===== src/rtl/internal_framebuffer_pkg.sv =====
// Shared constants and types for the internal framebuffer stream reader.
package internal_framebuffer_pkg;

  localparam int FIFO_DEPTH      = 4;
  localparam int ISSUE_THRESHOLD = 2;

  typedef enum logic [1:0] {
    IDLE   = 2'd0,
    STREAM = 2'd1,
    DRAIN  = 2'd2
  } fb_state_e;

  function automatic int mask_width(input int data_width, input int strobe_width);
    return data_width / strobe_width;
  endfunction

endpackage


===== src/rtl/fb_stream_skid_fifo.sv =====
// Four-entry first-word-fall-through FIFO that absorbs the RAM read latency
// ahead of the stream output. The entry count is exported so reads can be credited.
module fb_stream_skid_fifo
  import internal_framebuffer_pkg::*;
#(
  parameter int WIDTH = 17
) (
  input  logic                                 clk,
  input  logic                                 resetn,
  input  logic                                 push,
  input  logic [WIDTH-1:0]                     push_data,
  input  logic                                 pop,
  output logic                                 out_valid,
  output logic [WIDTH-1:0]                     out_data,
  output logic [$clog2(FIFO_DEPTH+1)-1:0]      count
);

  localparam int PTR_W   = $clog2(FIFO_DEPTH);
  localparam int COUNT_W = $clog2(FIFO_DEPTH + 1);

  logic [WIDTH-1:0]   mem_r [FIFO_DEPTH];
  logic [PTR_W-1:0]   wr_ptr_r;
  logic [PTR_W-1:0]   rd_ptr_r;
  logic [COUNT_W-1:0] count_r;
  logic               pop_s;

  assign pop_s     = pop && (count_r != '0);
  assign out_valid = (count_r != '0);
  assign out_data  = mem_r[rd_ptr_r];
  assign count     = count_r;

  // Storage, pointers and occupancy; simultaneous push and pop leave the count unchanged.
  always_ff @(posedge clk or negedge resetn) begin
    if (!resetn) begin
      for (int i = 0; i < FIFO_DEPTH; i++) begin
        mem_r[i] <= '0;
      end
      wr_ptr_r <= '0;
      rd_ptr_r <= '0;
      count_r  <= '0;
    end else begin
      if (push) begin
        mem_r[wr_ptr_r] <= push_data;
        wr_ptr_r        <= wr_ptr_r + PTR_W'(1);
      end
      if (pop_s) begin
        rd_ptr_r <= rd_ptr_r + PTR_W'(1);
      end
      case ({push, pop_s})
        2'b10:   count_r <= count_r + COUNT_W'(1);
        2'b01:   count_r <= count_r - COUNT_W'(1);
        default: count_r <= count_r;
      endcase
    end
  end

endmodule


===== src/rtl/internal_framebuffer_stream_reader.sv =====
// Streams a linear span of framebuffer RAM words onto an AXI-Stream master.
// Define RASTERIX_FB_STREAM_CLEAR_EN to add clear-on-read write-back ports.
module internal_framebuffer_stream_reader
  import internal_framebuffer_pkg::*;
#(
  parameter int ADDR_WIDTH         = 8,
  parameter int DATA_WIDTH         = 16,
  parameter int WRITE_STROBE_WIDTH = 8
) (
  input  logic                                       clk,
  input  logic                                       resetn,
  input  logic                                       start,
  input  logic [ADDR_WIDTH-1:0]                      startAddr,
  input  logic [ADDR_WIDTH:0]                        wordCount,
  output logic                                       busy,
  output logic                                       done,
  output logic                                       ramEnable,
  output logic [ADDR_WIDTH-1:0]                      ramReadAddr,
  input  logic [DATA_WIDTH-1:0]                      ramReadData,
`ifdef RASTERIX_FB_STREAM_CLEAR_EN
  input  logic [DATA_WIDTH-1:0]                      clearValue,
  output logic                                       ramWriteEnable,
  output logic [ADDR_WIDTH-1:0]                      ramWriteAddr,
  output logic [DATA_WIDTH-1:0]                      ramWriteData,
  output logic [DATA_WIDTH/WRITE_STROBE_WIDTH-1:0]   ramWriteMask,
`endif
  output logic                                       m_axis_tvalid,
  input  logic                                       m_axis_tready,
  output logic [DATA_WIDTH-1:0]                      m_axis_tdata,
  output logic                                       m_axis_tlast
);

  localparam int COUNT_W = $clog2(FIFO_DEPTH + 1);
  localparam logic [ADDR_WIDTH:0] ONE_WORD = {{ADDR_WIDTH{1'b0}}, 1'b1};

  fb_state_e             state_r;
  fb_state_e             state_s;
  logic [ADDR_WIDTH:0]   remaining_r;
  logic [ADDR_WIDTH-1:0] addr_r;
  logic                  in_flight_r;
  logic                  in_flight_last_r;
  logic                  done_r;
  logic                  accept_s;
  logic                  issue_s;
  logic                  credit_ok_s;
  logic                  last_beat_s;
  logic [COUNT_W-1:0]    fifo_count_s;
  logic                  fifo_valid_s;
  logic [DATA_WIDTH:0]   fifo_out_s;

  assign accept_s    = (state_r == IDLE) && start;
  // A read is only issued when the FIFO can still hold it plus the one already in flight.
  assign credit_ok_s = (4'(fifo_count_s) + 4'(in_flight_r)) <= 4'(ISSUE_THRESHOLD);
  assign last_beat_s = fifo_valid_s && m_axis_tready && fifo_out_s[DATA_WIDTH];

  // Next-state and read-issue decode.
  always_comb begin
    state_s = state_r;
    issue_s = 1'b0;
    case (state_r)
      IDLE: begin
        if (start && (wordCount != '0)) begin
          state_s = STREAM;
        end else begin
          state_s = IDLE;
        end
      end
      STREAM: begin
        issue_s = (remaining_r != '0) && credit_ok_s;
        if (issue_s && (remaining_r == ONE_WORD)) begin
          state_s = DRAIN;
        end else begin
          state_s = STREAM;
        end
      end
      DRAIN: begin
        if (last_beat_s) begin
          state_s = IDLE;
        end else begin
          state_s = DRAIN;
        end
      end
      default: begin
        state_s = IDLE;
      end
    endcase
  end

  // State register, read address/count tracking and the done pulse.
  always_ff @(posedge clk or negedge resetn) begin
    if (!resetn) begin
      state_r          <= IDLE;
      remaining_r      <= '0;
      addr_r           <= '0;
      in_flight_r      <= 1'b0;
      in_flight_last_r <= 1'b0;
      done_r           <= 1'b0;
    end else begin
      state_r          <= state_s;
      done_r           <= last_beat_s || (accept_s && (wordCount == '0));
      in_flight_r      <= issue_s;
      in_flight_last_r <= issue_s && (remaining_r == ONE_WORD);
      if (accept_s) begin
        addr_r      <= startAddr;
        remaining_r <= wordCount;
      end else if (issue_s) begin
        addr_r      <= addr_r + ADDR_WIDTH'(1);
        remaining_r <= remaining_r - ONE_WORD;
      end
    end
  end

  fb_stream_skid_fifo #(
    .WIDTH (DATA_WIDTH + 1)
  ) u_fifo (
    .clk       (clk),
    .resetn    (resetn),
    .push      (in_flight_r),
    .push_data ({in_flight_last_r, ramReadData}),
    .pop       (m_axis_tready),
    .out_valid (fifo_valid_s),
    .out_data  (fifo_out_s),
    .count     (fifo_count_s)
  );

  // Enable covers the final DRAIN cycle in which the last read's data returns.
  assign ramEnable     = (state_r == STREAM) || in_flight_r;
  assign ramReadAddr   = addr_r;
  assign busy          = (state_r != IDLE);
  assign done          = done_r;
  assign m_axis_tvalid = fifo_valid_s;
  assign m_axis_tdata  = fifo_out_s[DATA_WIDTH-1:0];
  assign m_axis_tlast  = fifo_out_s[DATA_WIDTH];

`ifdef RASTERIX_FB_STREAM_CLEAR_EN
  localparam int MASK_WIDTH = mask_width(DATA_WIDTH, WRITE_STROBE_WIDTH);

  logic [DATA_WIDTH-1:0] clear_value_r;
  logic [ADDR_WIDTH-1:0] in_flight_addr_r;

  // Clear value latched per transfer; the issued address follows its data for write-back.
  always_ff @(posedge clk or negedge resetn) begin
    if (!resetn) begin
      clear_value_r    <= '0;
      in_flight_addr_r <= '0;
    end else begin
      if (accept_s) begin
        clear_value_r <= clearValue;
      end
      if (issue_s) begin
        in_flight_addr_r <= addr_r;
      end
    end
  end

  assign ramWriteEnable = in_flight_r;
  assign ramWriteAddr   = in_flight_addr_r;
  assign ramWriteData   = clear_value_r;
  assign ramWriteMask   = {MASK_WIDTH{1'b1}};
`endif

endmodule


===== config.mk =====
export PLATFORM = sky130hd
export DESIGN_NAME = internal_framebuffer_stream_reader
export DESIGN_NICKNAME = d
export VERILOG_FILES = /design/src/rtl/internal_framebuffer_pkg.sv /design/src/rtl/fb_stream_skid_fifo.sv /design/src/rtl/internal_framebuffer_stream_reader.sv
export SDC_FILE = /design/constraint.sdc
export NUM_CORES = 1
export LEC_CHECK = 0
export ABC_AREA = 1
export BUFFER_PORTS_ARGS = -buffer_cell sky130_fd_sc_hd__buf_4
export CORE_MARGIN = 2
export CORE_UTILIZATION = 39
export CTS_BUF_LIST = sky130_fd_sc_hd__clkbuf_16
export CTS_CLUSTER_SIZE = 40
export DETAILED_ROUTE_END_ITERATION = 16
export PLACE_DENSITY = 0.7
export SETUP_SLACK_MARGIN = 0.3
export SYNTH_ARGS = -nofsm -noshare
export SYNTH_HDL_FRONTEND = slang
export SYNTH_HIERARCHICAL = 1
export SYNTH_SLANG_ARGS = --single-unit

===== constraint.sdc =====
create_clock -name clk -period 2.81 [get_ports clk]
set_clock_uncertainty 0.2 [all_clocks]
set_input_delay 0.562 -clock clk [delete_from_list [all_inputs] [get_ports clk]]
set_output_delay 0.562 -clock clk [all_outputs]
set_load 0.01 [all_outputs]

Word level (Yosys, flattened, before mapping)
Index checks and enable logic that the tools add are counted.

storage, ports and cells
  bits of input ports = 37
  memory bits (read-only) = 0
  bits in registers = 97
  memories kept = 0
  RAM bits = 0
  bits in latches = 0

cells by class
  multipliers = 0
  reductions and logical operators = 19
  magnitude comparators = 4
  shift-type cells = 0
  divide/modulo/power cells = 0
  mux-type cells = 16
  add/subtract/negate cells = 7
  equality and inequality tests = 5
  bitwise logic cells = 2

operator list
  operator                                                        count
  bitwise mux 68 bit                                              1
  two-way mux 17 bit                                              3
  binary-select mux 17 bit (select 2 bit)                         1
  demux 17 bit (select 2 bit)                                     1
  two-way mux 9 bit                                               2
  nonzero test 9 bit                                              2
  two-way mux 8 bit                                               2
  equality test 9 x 1 -> 1 bit, second input constant             1
  logical AND 1 bit                                               9
  logical NOT 9 bit                                               1
  subtractor 9 x 1 -> 9 bit, second input constant                1
  adder 8 x 1 -> 8 bit, second input constant                     1
  greater-or-equal comparator 3 bit, second input constant        2
  inverter 2 -> 3 bit                                             2
  one-hot mux 2 bit (3 select lines)                              1
  one-hot mux 3 bit (2 select lines)                              1
  nonzero test 2 bit                                              3
  adder 2 x 1 -> 2 bit, second input constant                     2
  adder 3 x 1 -> 4 bit                                            1
  equality test 2 x 1 -> 1 bit, second input constant             2
  equality test 2 bit, second input constant                      2
  less-or-equal comparator 4 x 2 -> 1 bit, second input constant  1
  two-way mux 2 bit                                               2
  adder 3 x 1 -> 3 bit, second input constant                     1
  other kinds (6)                                                 8

Longest topological paths before layout
  depth in word-level cells = 7
  mapped depth = 12
  depth with buffers taken out = 12

By module
The synthesis kept the hierarchy.

by module, submodules not included
  module                              times used  sequential area each (µm²)  area each (µm²)  cells each
  fb_stream_skid_fifo                 1           1,876.8                     3,574.7          415
  internal_framebuffer_stream_reader  1           550.5                       1,552.7          232

Worst setup path after synthesis
No wires, ideal clock.

  path kind = reg2reg
  start = register u_fifo.count_r[0], in the netlist u_fifo/count[0]
  end = register u_fifo.count_r[1], in the netlist u_fifo/count[1]
  buffers on the path = 0
  stages on the path, launching flop included = 9
  path slack = 0.880 ns
  data arrival time = 1.647 ns
  period minus slack after synthesis = 1.930 ns
  library setup time = 0.083 ns
  data required time = 2.527 ns
  path through = dfrtp_1 > inv_1 > nand3_1 > nand2_1 > inv_1 > ha_1 > inv_1 > fa_1 > o21ai_0

between the ends
  longest elaborated chain between the ends = 4
  elaborated cells on any way between the ends = 8
  classes of those cells = add/sub (2); eq/ne (2); mux (1); reduce/logical (3)

ends and longest elaborated chain
  what                                                                      line                                      RTL
  start, declared                                                           fb_stream_skid_fifo.sv:24                 logic [COUNT_W-1:0] count_r;
  start signal, assigned                                                    fb_stream_skid_fifo.sv:50                 2'b10: count_r <= count_r + COUNT_W'(1);
  start signal, assigned                                                    fb_stream_skid_fifo.sv:51                 2'b01: count_r <= count_r - COUNT_W'(1);
  start signal, assigned                                                    fb_stream_skid_fifo.sv:52                 default: count_r <= count_r;
  nonzero test 3 bit (*)                                                    n/a
  named net m_axis_tvalid                                                   internal_framebuffer_stream_reader.sv:27  output logic m_axis_tvalid,
  logical AND 1 bit (*)                                                     fb_stream_skid_fifo.sv:27                 assign pop_s = pop && (count_r != '0);
  named net u_fifo.pop_s                                                    fb_stream_skid_fifo.sv:25                 logic pop_s;
  equality test 2 x 1 -> 1 bit or equality test 2 bit (tied branches)       fb_stream_skid_fifo.sv:49                 case ({push, pop_s})
  one-hot mux 3 bit (2 select lines) or nonzero test 2 bit (tied branches)  n/a

The timed path passes the listed nets; every way through them passes the cells marked *.
A chain may end at the register's enable or synchronous reset.

Worst setup path after layout
  start = register u_fifo.rd_ptr_r[0]
  end = output port m_axis_tdata[4]

between the ends
  longest elaborated chain between the ends = 4

ends and longest elaborated chain
  what                                                   line                                      RTL
  start, declared                                        fb_stream_skid_fifo.sv:23                 logic [PTR_W-1:0] rd_ptr_r;
  start signal, assigned                                 fb_stream_skid_fifo.sv:47                 rd_ptr_r <= rd_ptr_r + PTR_W'(1);
  inverter 2 -> 3 bit (not written as such)              fb_stream_skid_fifo.sv:29                 assign out_data = mem_r[rd_ptr_r];
  binary-select mux 17 bit (select 2 bit)                fb_stream_skid_fifo.sv:29
  two-way mux 17 bit (not written as such) (2 in a row)  fb_stream_skid_fifo.sv:29
  end, declared                                          internal_framebuffer_stream_reader.sv:29  output logic [DATA_WIDTH-1:0] m_axis_tdata,

Every way passes these cells. The select of a mux whose other input is x is not followed.

==> results.tsv <==
stage	metric	value	unit
outcome	outcome	complete, no violations	
clock_network	Clock Latency Late Sink	0.33	ns
logic_synthesis	fraction of registers with async set/reset	100	%
logic_synthesis	Syn Inst Count	647	
sta	fin crit period	2.32	ns
logic_synthesis	post-synth top area cell	dfrtp_1	
logic_synthesis	most frequent cells after synthesis	nand2_1, dfrtp_1, inv_1	
worst_setup_path	Worst Path Max Fanout	26	
floorplan	Cell Rows	41	
detailed_routing	Routed Antenna Nets	0	
grt	grt ovf	0	
detailed_routing	DRC viols	0	
detailed_routing	Initial DRC Count	326	
clock_network	clk slew on worst S/H paths	0.08	ns
power_and_ir_drop	Peak VDD IR	450	µV
place	Port-buffer cells	65	
sta	Worst slew margin	47.0	%
detailed_routing	post-DR wirelength/cell	12.8	µm
grt	largest net degree at the start of global routing	64	
worst_setup_path	CP Capture Type	output pin	
worst_setup_path	CP max stage cell	dfrtp_1	
place	GPL Wtd Cong	0.831	
sta	final hold slack	0.102	ns
logic_synthesis	mean post-synth cell area	7.92	µm²
floorplan	Die Ht	119	µm
clock_network	CTS tree	built	
clock_network	# hold bufs at CTS	0	
finish	# diodes	0	
worst_setup_path	type of origin of the critical path	flop	
place	Final HPWL DP	7.38	mm
clock_network	CTS Sinks	97	
logic_synthesis	Synth Register Bits	97	
clock_network	clk root buf	clkbuf_16	
floorplan	Starting Density	40.3	%
power_and_ir_drop	Design Power	0.00728	W
floorplan	Core Region	12700	µm²
sta	setup TNS	0	ns
sta	Finish-stage setup viols	0	
logic_synthesis	synth top area cells	dfrtp_1, nand2_1, o21ai_0	
detailed_routing	first-pass iteration count of the detailed router	5	
logic_synthesis	most frequent cell after synthesis	nand2_1	
logic_synthesis	sequential area share after synthesis	47.3	%
logic_synthesis	Main synth FF type	dfrtp_1	
floorplan	I/O pin count	66	
sta	Final Max Slew Viols	0	
finish	post-route core utilization	47.4	%
detailed_routing	Post-Route WL	11.2	mm
detailed_routing	Vias/cell	4.98	
finish	filler instances	1246	
logic_synthesis	Yosys cell types	32	
worst_setup_path	CP arrival	1.56	ns
grt	first-pass GRT wire length	18.9	mm
worst_setup_path	slowest stage delay, CP	0.42	ns
grt	total track usage	16.2	%
clock_network	Num CTS Buffers	9	
worst_setup_path	Top delay family on crit path	buffers and inverters	
floorplan	die footprint	14100	µm²
grt	initial antenna violation count	0	
worst_setup_path	cells on worst reg2reg path	11	
power_and_ir_drop	PwrDens	1210	nW/µm²
logic_synthesis	Post-synth EDFFs	0	
power_and_ir_drop	Leak	3.19	nW
floorplan	Die Wd	119	µm
worst_setup_path	Req. time, crit path	2.05	ns
worst_setup_path	Buf+Inv Stages, Crit Path	3	
finish	Layout area overhead	17.7	%
sta	fmax	431	MHz
clock_network	H-tree levels	3	
finish	Nets	748	
flow_run	max_cap viols	0	
worst_setup_path	Crit path depth	6	
finish	share of layout cells above drive strength 1	15.8	%
grt	vias in the first global route	3965	
place	pre-CTS setup slack	0.655	ns
logic_synthesis	Synth top area share	47.3	%
sta	Worst-Margin Slew	0.794	ns
sta	unrepaired setup endpoints after global routing	no	
sta	final period utilization	82.5	%
logic_synthesis	Post-Syn Area	5130	µm²
detailed_routing	via count	4362	
hold_path	Worst Hold Class	primary input to asynchronous set/reset pin	
logic_synthesis	Syn. warnings	6	
clock_network	Clock Tree Buf Depth	2	
logic_synthesis	Syn Nets	696	
sta	Final Hold Fails	0	
worst_setup_path	Setup CP Type	flop to output pin	
worst_setup_path	crit-path cells	inv_4 -> buf_16 -> nand2_1 -> o211ai_2 -> nand2_1 -> buf_4	
worst_setup_path	CP dominant cell by count	nand2_1	
sta	final setup margin	0.491	ns
## what timing repair did
action / CTS / global route
hold endpoints to repair: 0 / 0
resized for setup: 0 / 3
buffers inserted: 0 / 0
endpoints found under the setup margin: 0 / 13
## layout by cell type, fill, tap and decap left out, types with 2 or more instances in the layout
| cell type | netlist | final |
|---|---|---|
| inv_6 | 0 | 2 |
| o21bai_1 | 2 | 2 |
| xor2_1 | 2 | 2 |
| clkinv_4 | 0 | 2 |
| ha_1 | 11 | 11 |
| o211ai_2 | 9 | 9 |
| o211ai_1 | 25 | 25 |
| buf_4 | 1 | 68 |
| nand2_1 | 225 | 225 |
| inv_1 | 79 | 79 |
| dfrtp_1 | 97 | 97 |
| inv_2 | 3 | 2 |
| nor2_1 | 20 | 20 |
| inv_8 | 0 | 2 |
| nand3_1 | 37 | 37 |
| or2_2 | 3 | 3 |
| nand4_1 | 6 | 6 |
| clkbuf_16 | 0 | 10 |
| o21ai_0 | 78 | 78 |
| nand2_4 | 6 | 6 |
| nor3_1 | 3 | 3 |
## report_power, final
group	internal [W]	switching, W
Sequential	0.00206	0.000464
Clock	0.000620	0.000552
Combinational	0.00145	0.00214
## worst paths after layout
check | startpoint | endpoint | slack, ns
min in group clk | u_fifo/mem_r[25]$_DFFE_PN0P_ | u_fifo/mem_r[25]$_DFFE_PN0P_ | 0.29
worst min register to register | u_fifo/mem_r[25]$_DFFE_PN0P_ | u_fifo/mem_r[25]$_DFFE_PN0P_ | 0.29
worst min-delay path | resetn | u_fifo/mem_r[52]$_DFFE_PN0P_ | 0.10
worst max register to register | u_fifo/count[1]$_DFFE_PN0P_ | u_fifo/count[2]$_DFFE_PN0P_ | 0.65
worst max-delay path | u_fifo/rd_ptr_r[0]$_DFFE_PN0P_ | m_axis_tdata[4] | 0.49
max in group asynchronous | resetn | ramReadAddr[4]$_DFFE_PN0P_ | 1.62
## kinds of logic (layout without fill, tap and decap cells)
group                      count (synthesis)  after routing  share of synthesized area, %
DFF                                       97             97                          47.3
and+or+nand+nor                          306            306                          25.4
adders and majority gates                 12             12                          3.07
buffers and inverters                    112            169                          9.54
AOI/OAI and AO/OA                        117            117                          14.2
xor gates and xnor gates                   3              3                         0.513
## sequential cells by signal, summed over array words and instances (netlist names)
signal            flops
ramReadAddr           8
u_fifo/count          3
done                  1
u_fifo/mem_r         68
u_fifo/wr_ptr_r       2
u_fifo/rd_ptr_r       2
state_r               2
remaining_r           9
in_flight_last_r      1
in_flight_r           1
## worst reg2reg max path, stage by stage (launching register included)
cell and delay (ns):
dfrtp_1 0.40, inv_1 0.10, nand3_1 0.22, nand2_1 0.15, inv_1 0.09, ha_1 0.16
inv_1 0.06, fa_1 0.39, nand2_1 0.11, nand3_1 0.07, nand2_1 0.06, nand2_1 0.05
## metrics by stage
stage	area, µm²	std cells
after global routing	6030	876
after floorplan	5130	647
after detailed placement	5710	859
after global placement	5710	859
after CTS	6000	875
final	6030	876
## layer usage
layer	vias to the layer above	part of all wire (%)	global-route usage [%]
li1	2173	-	-
met1	2069	46	21.6
met2	115	49	27.0
met3	5	4.8	3.33
met4	0	0.47	3.57
met5	-	0	0
## final cells by class
class / instances / area (µm²) / area share [%]
Clock buffer: 9 / 225 / 3.73
Clock inverter: 7 / 61.3 / 1.02
Inverter: 82 / 310 / 5.14
Multi-Input combinational cell: 438 / 2210 / 36.6
Sequential cell: 97 / 2430 / 40.2
Tap cell: 172 / 215 / 3.57
Timing Repair Buffer: 71 / 583 / 9.66
Power figures use the tool's default switching activity.
